`src/rtl/updi_link_ctrl.sv`:
```
// Half-duplex UPDI link sequencer: drives TX bytes, discards and checks their
// echoes, collects a counted response, applies timeouts, and generates BREAK.
module updi_link_ctrl #(
    parameter int RSP_LEN_BITS   = 8,
    parameter int TIMEOUT_CYCLES = 65536,
    parameter int BREAK_CYCLES   = 240
) (
    input  logic                    clk,
    input  logic                    rst_n,
    input  logic [7:0]              cmd_data,
    input  logic                    cmd_last,
    input  logic [RSP_LEN_BITS-1:0] cmd_rsp_len,
    input  logic                    cmd_valid,
    output logic                    cmd_ready,
    input  logic                    brk_req,
    output logic [7:0]              tx_data,
    output logic                    tx_start,
    output logic                    tx_en,
    output logic                    line_brk,
    input  logic [7:0]              rx_data,
    input  logic                    rx_data_valid,
    input  logic                    rx_error,
    output logic [7:0]              rsp_data,
    output logic                    rsp_valid,
    output logic                    err_echo,
    output logic                    err_rx,
    output logic                    err_timeout,
    output logic                    busy
);
    localparam int TMR_W = $clog2(TIMEOUT_CYCLES + 1);
    localparam int BRK_W = $clog2(BREAK_CYCLES + 1);
    localparam logic [TMR_W-1:0] TMR_LOAD = TMR_W'(TIMEOUT_CYCLES);
    localparam logic [BRK_W-1:0] BRK_LOAD = BRK_W'(BREAK_CYCLES);

    typedef enum logic [2:0] {S_IDLE, S_TX_ECHO, S_TX_NEXT, S_RX_RSP, S_BREAK} state_t;

    state_t                  state, state_n;
    logic [7:0]              tx_data_n, rsp_data_n;
    logic                    tx_start_n, rsp_valid_n;
    logic                    err_echo_n, err_rx_n, err_timeout_n;
    logic                    last_q, last_n;
    logic [RSP_LEN_BITS-1:0] rem, rem_n;
    logic [TMR_W-1:0]        timer, timer_n;
    logic [BRK_W-1:0]        brk_cnt, brk_cnt_n;
    logic                    cmd_acc;

    // Wire ownership and status decode straight from the state register
    assign cmd_ready = (state == S_IDLE || state == S_TX_NEXT) && !brk_req;
    assign cmd_acc   = cmd_valid && cmd_ready;
    assign tx_en     = (state == S_TX_ECHO) || (state == S_TX_NEXT) || (state == S_BREAK);
    assign line_brk  = (state == S_BREAK);
    assign busy      = (state != S_IDLE);

    // Next-state and next-output logic; BREAK request overrides everything
    always_comb begin
        state_n       = state;
        tx_data_n     = tx_data;
        tx_start_n    = 1'b0;
        last_n        = last_q;
        rem_n         = rem;
        timer_n       = timer;
        brk_cnt_n     = brk_cnt;
        rsp_data_n    = rsp_data;
        rsp_valid_n   = 1'b0;
        err_echo_n    = 1'b0;
        err_rx_n      = 1'b0;
        err_timeout_n = 1'b0;
        if (brk_req && state != S_BREAK) begin
            state_n   = S_BREAK;
            brk_cnt_n = BRK_LOAD;
        end else begin
            case (state)
                S_IDLE, S_TX_NEXT: begin
                    if (cmd_acc) begin
                        tx_data_n  = cmd_data;
                        tx_start_n = 1'b1;
                        last_n     = cmd_last;
                        rem_n      = cmd_rsp_len;
                        timer_n    = TMR_LOAD;
                        state_n    = S_TX_ECHO;
                    end
                end
                S_TX_ECHO: begin
                    // An rx strobe takes precedence over the timer in the same cycle
                    if (rx_error || (rx_data_valid && rx_data != tx_data)) begin
                        err_echo_n = 1'b1;
                        state_n    = S_IDLE;
                    end else if (rx_data_valid) begin
                        if (!last_q) begin
                            state_n = S_TX_NEXT;
                        end else if (rem == '0) begin
                            state_n = S_IDLE;
                        end else begin
                            timer_n = TMR_LOAD;
                            state_n = S_RX_RSP;
                        end
                    end else if (timer <= TMR_W'(1)) begin
                        timer_n       = '0;
                        err_timeout_n = 1'b1;
                        state_n       = S_IDLE;
                    end else begin
                        timer_n = timer - TMR_W'(1);
                    end
                end
                S_RX_RSP: begin
                    if (rx_error) begin
                        err_rx_n = 1'b1;
                        state_n  = S_IDLE;
                    end else if (rx_data_valid) begin
                        rsp_data_n  = rx_data;
                        rsp_valid_n = 1'b1;
                        timer_n     = TMR_LOAD;
                        if (rem <= RSP_LEN_BITS'(1)) begin
                            rem_n   = '0;
                            state_n = S_IDLE;
                        end else begin
                            rem_n = rem - RSP_LEN_BITS'(1);
                        end
                    end else if (timer <= TMR_W'(1)) begin
                        timer_n       = '0;
                        err_timeout_n = 1'b1;
                        state_n       = S_IDLE;
                    end else begin
                        timer_n = timer - TMR_W'(1);
                    end
                end
                S_BREAK: begin
                    if (brk_cnt <= BRK_W'(1)) begin
                        brk_cnt_n = '0;
                        state_n   = S_IDLE;
                    end else begin
                        brk_cnt_n = brk_cnt - BRK_W'(1);
                    end
                end
                default: state_n = S_IDLE;
            endcase
        end
    end

    // State and registered outputs
    always_ff @(posedge clk or negedge rst_n) begin
        if (!rst_n) begin
            state       <= S_IDLE;
            tx_data     <= '0;
            tx_start    <= 1'b0;
            last_q      <= 1'b0;
            rem         <= '0;
            timer       <= '0;
            brk_cnt     <= '0;
            rsp_data    <= '0;
            rsp_valid   <= 1'b0;
            err_echo    <= 1'b0;
            err_rx      <= 1'b0;
            err_timeout <= 1'b0;
        end else begin
            state       <= state_n;
            tx_data     <= tx_data_n;
            tx_start    <= tx_start_n;
            last_q      <= last_n;
            rem         <= rem_n;
            timer       <= timer_n;
            brk_cnt     <= brk_cnt_n;
            rsp_data    <= rsp_data_n;
            rsp_valid   <= rsp_valid_n;
            err_echo    <= err_echo_n;
            err_rx      <= err_rx_n;
            err_timeout <= err_timeout_n;
        end
    end
endmodule

```
`config.mk`:
```
export PLATFORM = sky130hd
export DESIGN_NAME = updi_link_ctrl
export DESIGN_NICKNAME = d
export VERILOG_FILES = /design/src/rtl/updi_link_ctrl.sv
export SDC_FILE = /design/constraint.sdc
export NUM_CORES = 1
export LEC_CHECK = 0
export CORE_ASPECT_RATIO = 1.75
export CORE_MARGIN = 3
export CORE_UTILIZATION = 57
export DETAILED_ROUTE_END_ITERATION = 12
export GPL_TIMING_DRIVEN = 0
export HOLD_SLACK_MARGIN = 0.02
export PLACE_DENSITY = 0.87
export SKIP_CTS_REPAIR_TIMING = 1
export SYNTH_ARGS = -nofsm -noshare
export SYNTH_HDL_FRONTEND = slang
export SYNTH_SLANG_ARGS = --single-unit
```
`constraint.sdc`:
```
create_clock -name clk -period 5.2 [get_ports clk]
set_input_delay 1.56 -clock clk [delete_from_list [all_inputs] [get_ports clk]]
set_output_delay 1.56 -clock clk [all_outputs]
set_load 0.005 [all_outputs]
```
==> impl_metrics.tcl, run 1 <==
set metrics [dict create \
    wl_per_cell_microns 16.65 \
    dieArea_sq_mm 0.006652 \
    worst_slew_pin_slew_ns 0.6674 \
    final_util_pct 76.07 \
    grt_pass1_vias 2850 \
    power_frac_clock_pct 21.3 \
    cp_slowest_stage_delay_ns 0.52 \
    tns_ns 0 \
    min_to "timer[2]" \
    grt_usage_pct 24.93 \
    p_total_mw 2.023 \
    design.portCount 56 \
    via_count 2800 \
    setup_viol_count_final 0 \
    yosys_warnings 0 \
    finalCritPeriodShare_pct 91.38 \
    layout.nets 425 \
    hold_path_class "flop to flop" \
    syn_area_per_cell_sq_um 10.08 \
    cts-root-buf "clkbuf_8" \
    grt-ovfl-total 0 \
    cts_buffer_depth 2 \
    diodes 0 \
    start_util_pct 60.07 \
    ff2ff_path_depth 7 \
    slowest_stage "clkdlybuf4s50_1" \
    placeableCoreArea_sq_mm 0.005386 \
    grt_start_max_net_pins 31 \
    timing.max_cap.violations 0 \
    relSlewSlack_pct 55.51 \
    grt_pass1_wl_microns 13060 \
    power.density_mw_per_mm2 493.8 \
    ys_seq_elements 58 \
    p_int_mw 1.262 \
    cts_tree "yes" \
    max_freq_mhz 210.5 \
    dieHeight_microns 105.7 \
    status "completed" \
    leakagePower_nw 1.785 \
    first_iter_violations 214 \
    swShare_pct 37.65 \
    r2r_start "rem[0]" \
    crit_arrival_ns 3.19 \
    synth_nets 358 \
    via_per_inst 6.009 \
    crit_buf_inv 3 \
    min_from "timer[2]" \
    drcViolationCount 0 \
    area_delta_synth_final_pct 26.64 \
    r2r-end "timer[6]" \
    startpoint "brk_req" \
    pwr-share-seq_pct 36.1 \
    hold_depth 1 \
    r2r_slack_ns 2.87 \
    cp_max_fo 7 \
    drtAntennaViolNets 0 \
    hold_viol_final 0 \
    ys_seq_area_share_pct 44.86 \
    gp_congestion 0.8521 \
    dp_hpwl_microns 5679 \
    comb_power_share_pct 42.6 \
    synth_area_leader_cell "dfrtp_1" \
    async_reset_ff_share_pct 100.0 \
    switching_power_mw 0.7618 \
    drt_first_pass_iters 5 \
    worst_slack_ns 0.4483 \
    path_common_cell "clkdlybuf4s50_1" \
    numCtsBuffers 9 \
    cts_max_level 3 \
    std_cell_rows 35 \
    netlist_area_sq_mm 0.003236 \
    path_delay_family "buffers and inverters" \
    totalWireLength_microns 7757 \
    critical_path_class "input port to output port" \
    synth-edff-count 0 \
    die_w_microns 62.96 \
    numPortBuffers 55 \
    pre_cts_slack_ns 0.4612 \
    slew_violations 0 \
    yosysUniqueCellTypes 54 \
    synth-main-ff-cell "dfrtp_1" \
    synthTopCellsByArea "dfrtp_1 45%, mux2_2 5.9%, o21ai_0 4.3%" \
    rsz0062_at_grt "false" \
    cts.sinks 58 \
    synth_top_area_share_pct 44.86 \
    fin_skew_ns 0.008918 \
    vdd_drop_max_v 0.0003358 \
    period_needed_ns 4.752 \
    critPathCaptureType "output port" \
    required_ns 3.64 \
    clkTransAtPathRegs_ns 0.06 \
    antenna_found_initial 0 \
    insertion_delay_ns 0.35 \
    synthCells 321 \
    crit_chain "clkdlybuf4s50_1 > or2_2 > clkbuf_1 > nor2_1 > clkdlybuf4s50_1" \
    critPathLaunchType "input port" \
    drive_gt1_share_pct 15.56 \
]
[logic make-up after synthesis]
| family | count (synthesis) | synth area share (%) |
|---|---|---|
| AO/OA/AOI/OAI | 82 | 18.17 |
| XOR/XNOR | 9 | 2.436 |
| adder cells (fa/ha/maj) | 6 | 2.320 |
| buffers and inverters | 32 | 4.215 |
| flip-flops | 58 | 44.86 |
| multiplexers | 20 | 6.844 |
| AND/OR/NAND/NOR | 114 | 21.15 |
[layer usage]
metal | wire length (microns) | vias to the layer above | track usage [%]
met5 | 0 | - | 0
met2 | 4164 | 100 | 43.99
met4 | 201 | 0 | 10.74
met1 | 2944 | 1357 | 27.46
li1 | - | 1318 | -
met3 | 445 | 25 | 6.930
[sequential cells by signal, indices dropped and copies added (netlist names)]
signal,flops
timer,17
brk_cnt,8
rem,8
rsp_data,8
tx_data,8
state,3
err_echo,1
err_rx,1
err_timeout,1
last_q,1
rsp_valid,1
tx_start,1
[area by class of cell]
type                       count  area (sq um)
timing repair buffer          56         565.5
fill                         375          1289
clock inverter                 2         35.03
multi-input combinational    231          1648
buffer                        12         61.31
inverter                      20         75.07
sequential                    58          1451
tap                           74         92.59
clock buffer                  13         168.9
[worst max path at each step]
stage                            to  slack [ns]  cells past startpoint
after floorplan           cmd_ready        1.54                      3
after global placement    cmd_ready        0.46                      5
after detailed placement  cmd_ready        0.46                      5
after CTS                 cmd_ready        0.45                      5
after global routing      cmd_ready        0.37                      5
final                     cmd_ready        0.45                      5
[worst reg2reg max path: stages (launching register included)]
cell and delay [ns]:
dfrtp_1 0.39, inv_1 0.07, ha_1 0.26, nor3b_1 0.20, a21boi_0 0.34, nand4_2 0.30, and2_1 0.29, a221o_1 0.36
[metrics by stage]
stage	instances	hold slack [ns]	instance area, sq um
floorplan	321	0.4669	3236
global placement	450	0.4858	3879
detailed placement	451	0.4923	3894
CTS	466	0.4994	4098
global route	466	0.5197	4098
finish	466	0.4963	4098
[synth_stat cells, types with 3 or more instances]
master     n
a21oi_1    4
a22o_1    10
a22oi_1   11
buf_2      6
clkbuf_1   4
dfrtp_1   58
ha_1       6
inv_1     20
mux2_2    17
mux2i_1    3
nand2_1   23
nand2b_1   7
nand3_1    7
nand3b_1   8
nand4_1    5
nor2_1    19
nor3_1     3
nor3_2     3
nor3b_1    4
nor4_1     3
o21ai_0   28
o22ai_1    4
o31ai_1    3
o41ai_1    3
or2_2      6
or3_1      9
xor2_1     9
[power by group through the flow]
stage	clock network [mW]	registers (mW)	logic [mW]
3_5_place_dp	0	0.736	0.845
3_3_place_gp	0	0.725	0.815
5_1_grt	0.456	0.752	0.959
4_1_cts	0.438	0.729	0.857
6_report	0.430	0.731	0.862
2_1_floorplan	0	0.703	0.590
[layout by cell type, fill, tap and decap left out, types with 4 or more instances in the layout]
cell,count
nor2_1,19
clkdlybuf4s50_1,54
or3_1,9
nor3b_1,4
clkbuf_1,5
buf_2,7
o22ai_1,4
ha_1,6
or2_2,6
nand2_1,23
dfrtp_1,58
inv_1,20
o21ai_0,28
a21oi_1,4
nand4_1,5
nand2b_1,7
xor2_1,9
mux2_2,17
nand3_1,7
a22oi_1,11
clkbuf_8,12
a22o_1,10
nand3b_1,8
Power figures use the tool's default switching activity.
==> run 2: changes to the inputs <==
GPL_TIMING_DRIVEN = default   (was 0)
==> run 2 against run 1 <==
Against the previous run: clock skew decreased by 0.0021 ns; sequential share of layout area up 0.098 points; final area down 0.27%; via count down 1.2%; combinational power down 2%; hold slack improved by 0.0020 ns; non-clock buffer count shrank 10; setup slack better by 0.18 ns; count of clock-buffer cells in the layout fell by 3; register-to-register slack lost 0.22 ns; critical endpoint unchanged; largest cell class unchanged; largest power group unchanged; highest routed layer unchanged.
==> impl_metrics.tcl, run 2 (synthesis results as in run 1) <==
set metrics [dict create \
    status "completed" \
    hold_depth 1 \
    cp_slowest_stage_delay_ns 0.51 \
    top_register "timer" \
    grt_usage_pct 24.58 \
    multi_input_area_sq_mm 0.001648 \
    required_ns 3.64 \
    dieHeight_microns 105.7 \
    timing.max_cap.violations 0 \
    worst_slack_ns 0.6308 \
    grt_pass1_vias 2827 \
    wl_per_cell_microns 16.91 \
    cp_max_fo 7 \
    worst_slew_pin_slew_ns 1.023 \
    hold_viol_final 0 \
    leakagePower_nw 1.764 \
    cts.sinks 58 \
    critPathCaptureType "output port" \
    power.density_mw_per_mm2 515.8 \
    crit_arrival_ns 3.01 \
    slew_violations 0 \
    slowest_stage "clkdlybuf4s50_1" \
    ff2ff_path_depth 7 \
    r2r-end "timer[6]" \
    grt_start_max_net_pins 32 \
    design.portCount 56 \
    relSlewSlack_pct 31.81 \
    hold_path_class "flop to flop" \
    diodes 0 \
    path_common_cell "clkdlybuf4s50_1" \
    place_area_sq_mm 0.003835 \
    placeableCoreArea_sq_mm 0.005386 \
    dp_cells 441 \
    cts_tree "yes" \
    via_per_inst 6.053 \
    dieArea_sq_mm 0.006652 \
    final_area_sq_mm 0.004086 \
    totalWireLength_microns 7728 \
    mostFrequentLayoutCells "58 x dfrtp_1, 54 x clkdlybuf4s50_1, 28 x o21ai_0" \
    std_cell_rows 35 \
    fin_skew_ns 0.006804 \
    fillers 373 \
    critPathLaunchType "input port" \
    dp_hpwl_microns 5529 \
    final_common_cell "dfrtp_1" \
    pre_cts_slack_ns 0.6359 \
    clkTransAtPathRegs_ns 0.07 \
    regArea_sq_mm 0.001451 \
    setup_viol_count_final 0 \
    rsz0062_at_grt "false" \
    start_util_pct 60.07 \
    numPortBuffers 55 \
    r2r_start "rem[0]" \
    tns_ns 0 \
    antenna_found_initial 0 \
    grt-ovfl-total 0 \
    layout.nets 415 \
    whs_ns 0.4983 \
    first_iter_violations 180 \
    via_count 2766 \
    cts_max_level 3 \
    min_to "timer[2]" \
    critical_path_class "input port to output port" \
    largest_reg_flops 17 \
    r2r_slack_ns 2.65 \
    min_from "timer[2]" \
    area_delta_synth_final_pct 26.30 \
    max_freq_mhz 218.9 \
    drt_first_pass_iters 5 \
    insertion_delay_ns 0.35 \
    drive_gt1_share_pct 14.88 \
    finalNonFillerCells 457 \
    vdd_drop_max_v 0.0003182 \
    drcViolationCount 0 \
    cts_buffer_depth 2 \
    period_needed_ns 4.569 \
    finalCritPeriodShare_pct 87.87 \
    die_w_microns 62.96 \
    p_total_mw 2.108 \
    drtAntennaViolNets 0 \
    final_util_pct 75.87 \
    crit_chain "clkdlybuf4s50_1 > or2_2 > nor2_1 > clkdlybuf4s50_1" \
    grt_pass1_wl_microns 12870 \
    cts-root-buf "clkbuf_8" \
    numCtsBuffers 9 \
    gp_congestion 0.8402 \
]
run 2: changes by cell type in the layout (fill, tap and decap cells not counted), moves of 2 or more:
cell,previous run,this run
clkbuf_1,5,0
buf_4,0,3
clkbuf_8,12,10
buf_2,7,1
clkinvlp_4,0,2
bufinv_16,1,3
run 2: how the worst max path moves through the flow:
stage | depth (start not counted) | endpoint | start
floorplan | 3 | cmd_ready | brk_req
global placement | 4 | cmd_ready | brk_req
detailed placement | 4 | cmd_ready | brk_req
CTS | 4 | cmd_ready | brk_req
global route | 4 | cmd_ready | brk_req
finish | 4 | cmd_ready | brk_req
run 2: worst max-delay path: cells and delay by family:
kind / cells / cell delay [ns]
AND/OR/NAND/NOR: 2 / 0.48
buffers and inverters: 2 / 0.98
run 2: layout make-up:
| class | instances | area share [%] |
|---|---|---|
| Clock inverter | 6 | 2.786 |
| Clock buffer | 10 | 3.368 |
| Sequential cell | 58 | 35.52 |
| Multi-Input combinational cell | 231 | 40.32 |
| Timing Repair Buffer | 58 | 13.90 |
| Tap cell | 74 | 2.266 |
| Inverter | 20 | 1.837 |
run 2: routing by layer:
metal	vias up	GRT usage, %	wire length, microns
met3	22	5.224	367
met1	1347	26.26	2900
met2	99	44.29	4237
met4	0	12.95	223
li1	1298	-	-
met5	-	0	0
run 2: report_power, final:
group          leakage [nW]  switching [mW]  internal [mW]
sequential            0.742           0.151          0.589
combinational         0.903           0.435          0.410
clock                 0.119           0.191          0.332
total                  1.76           0.777           1.33
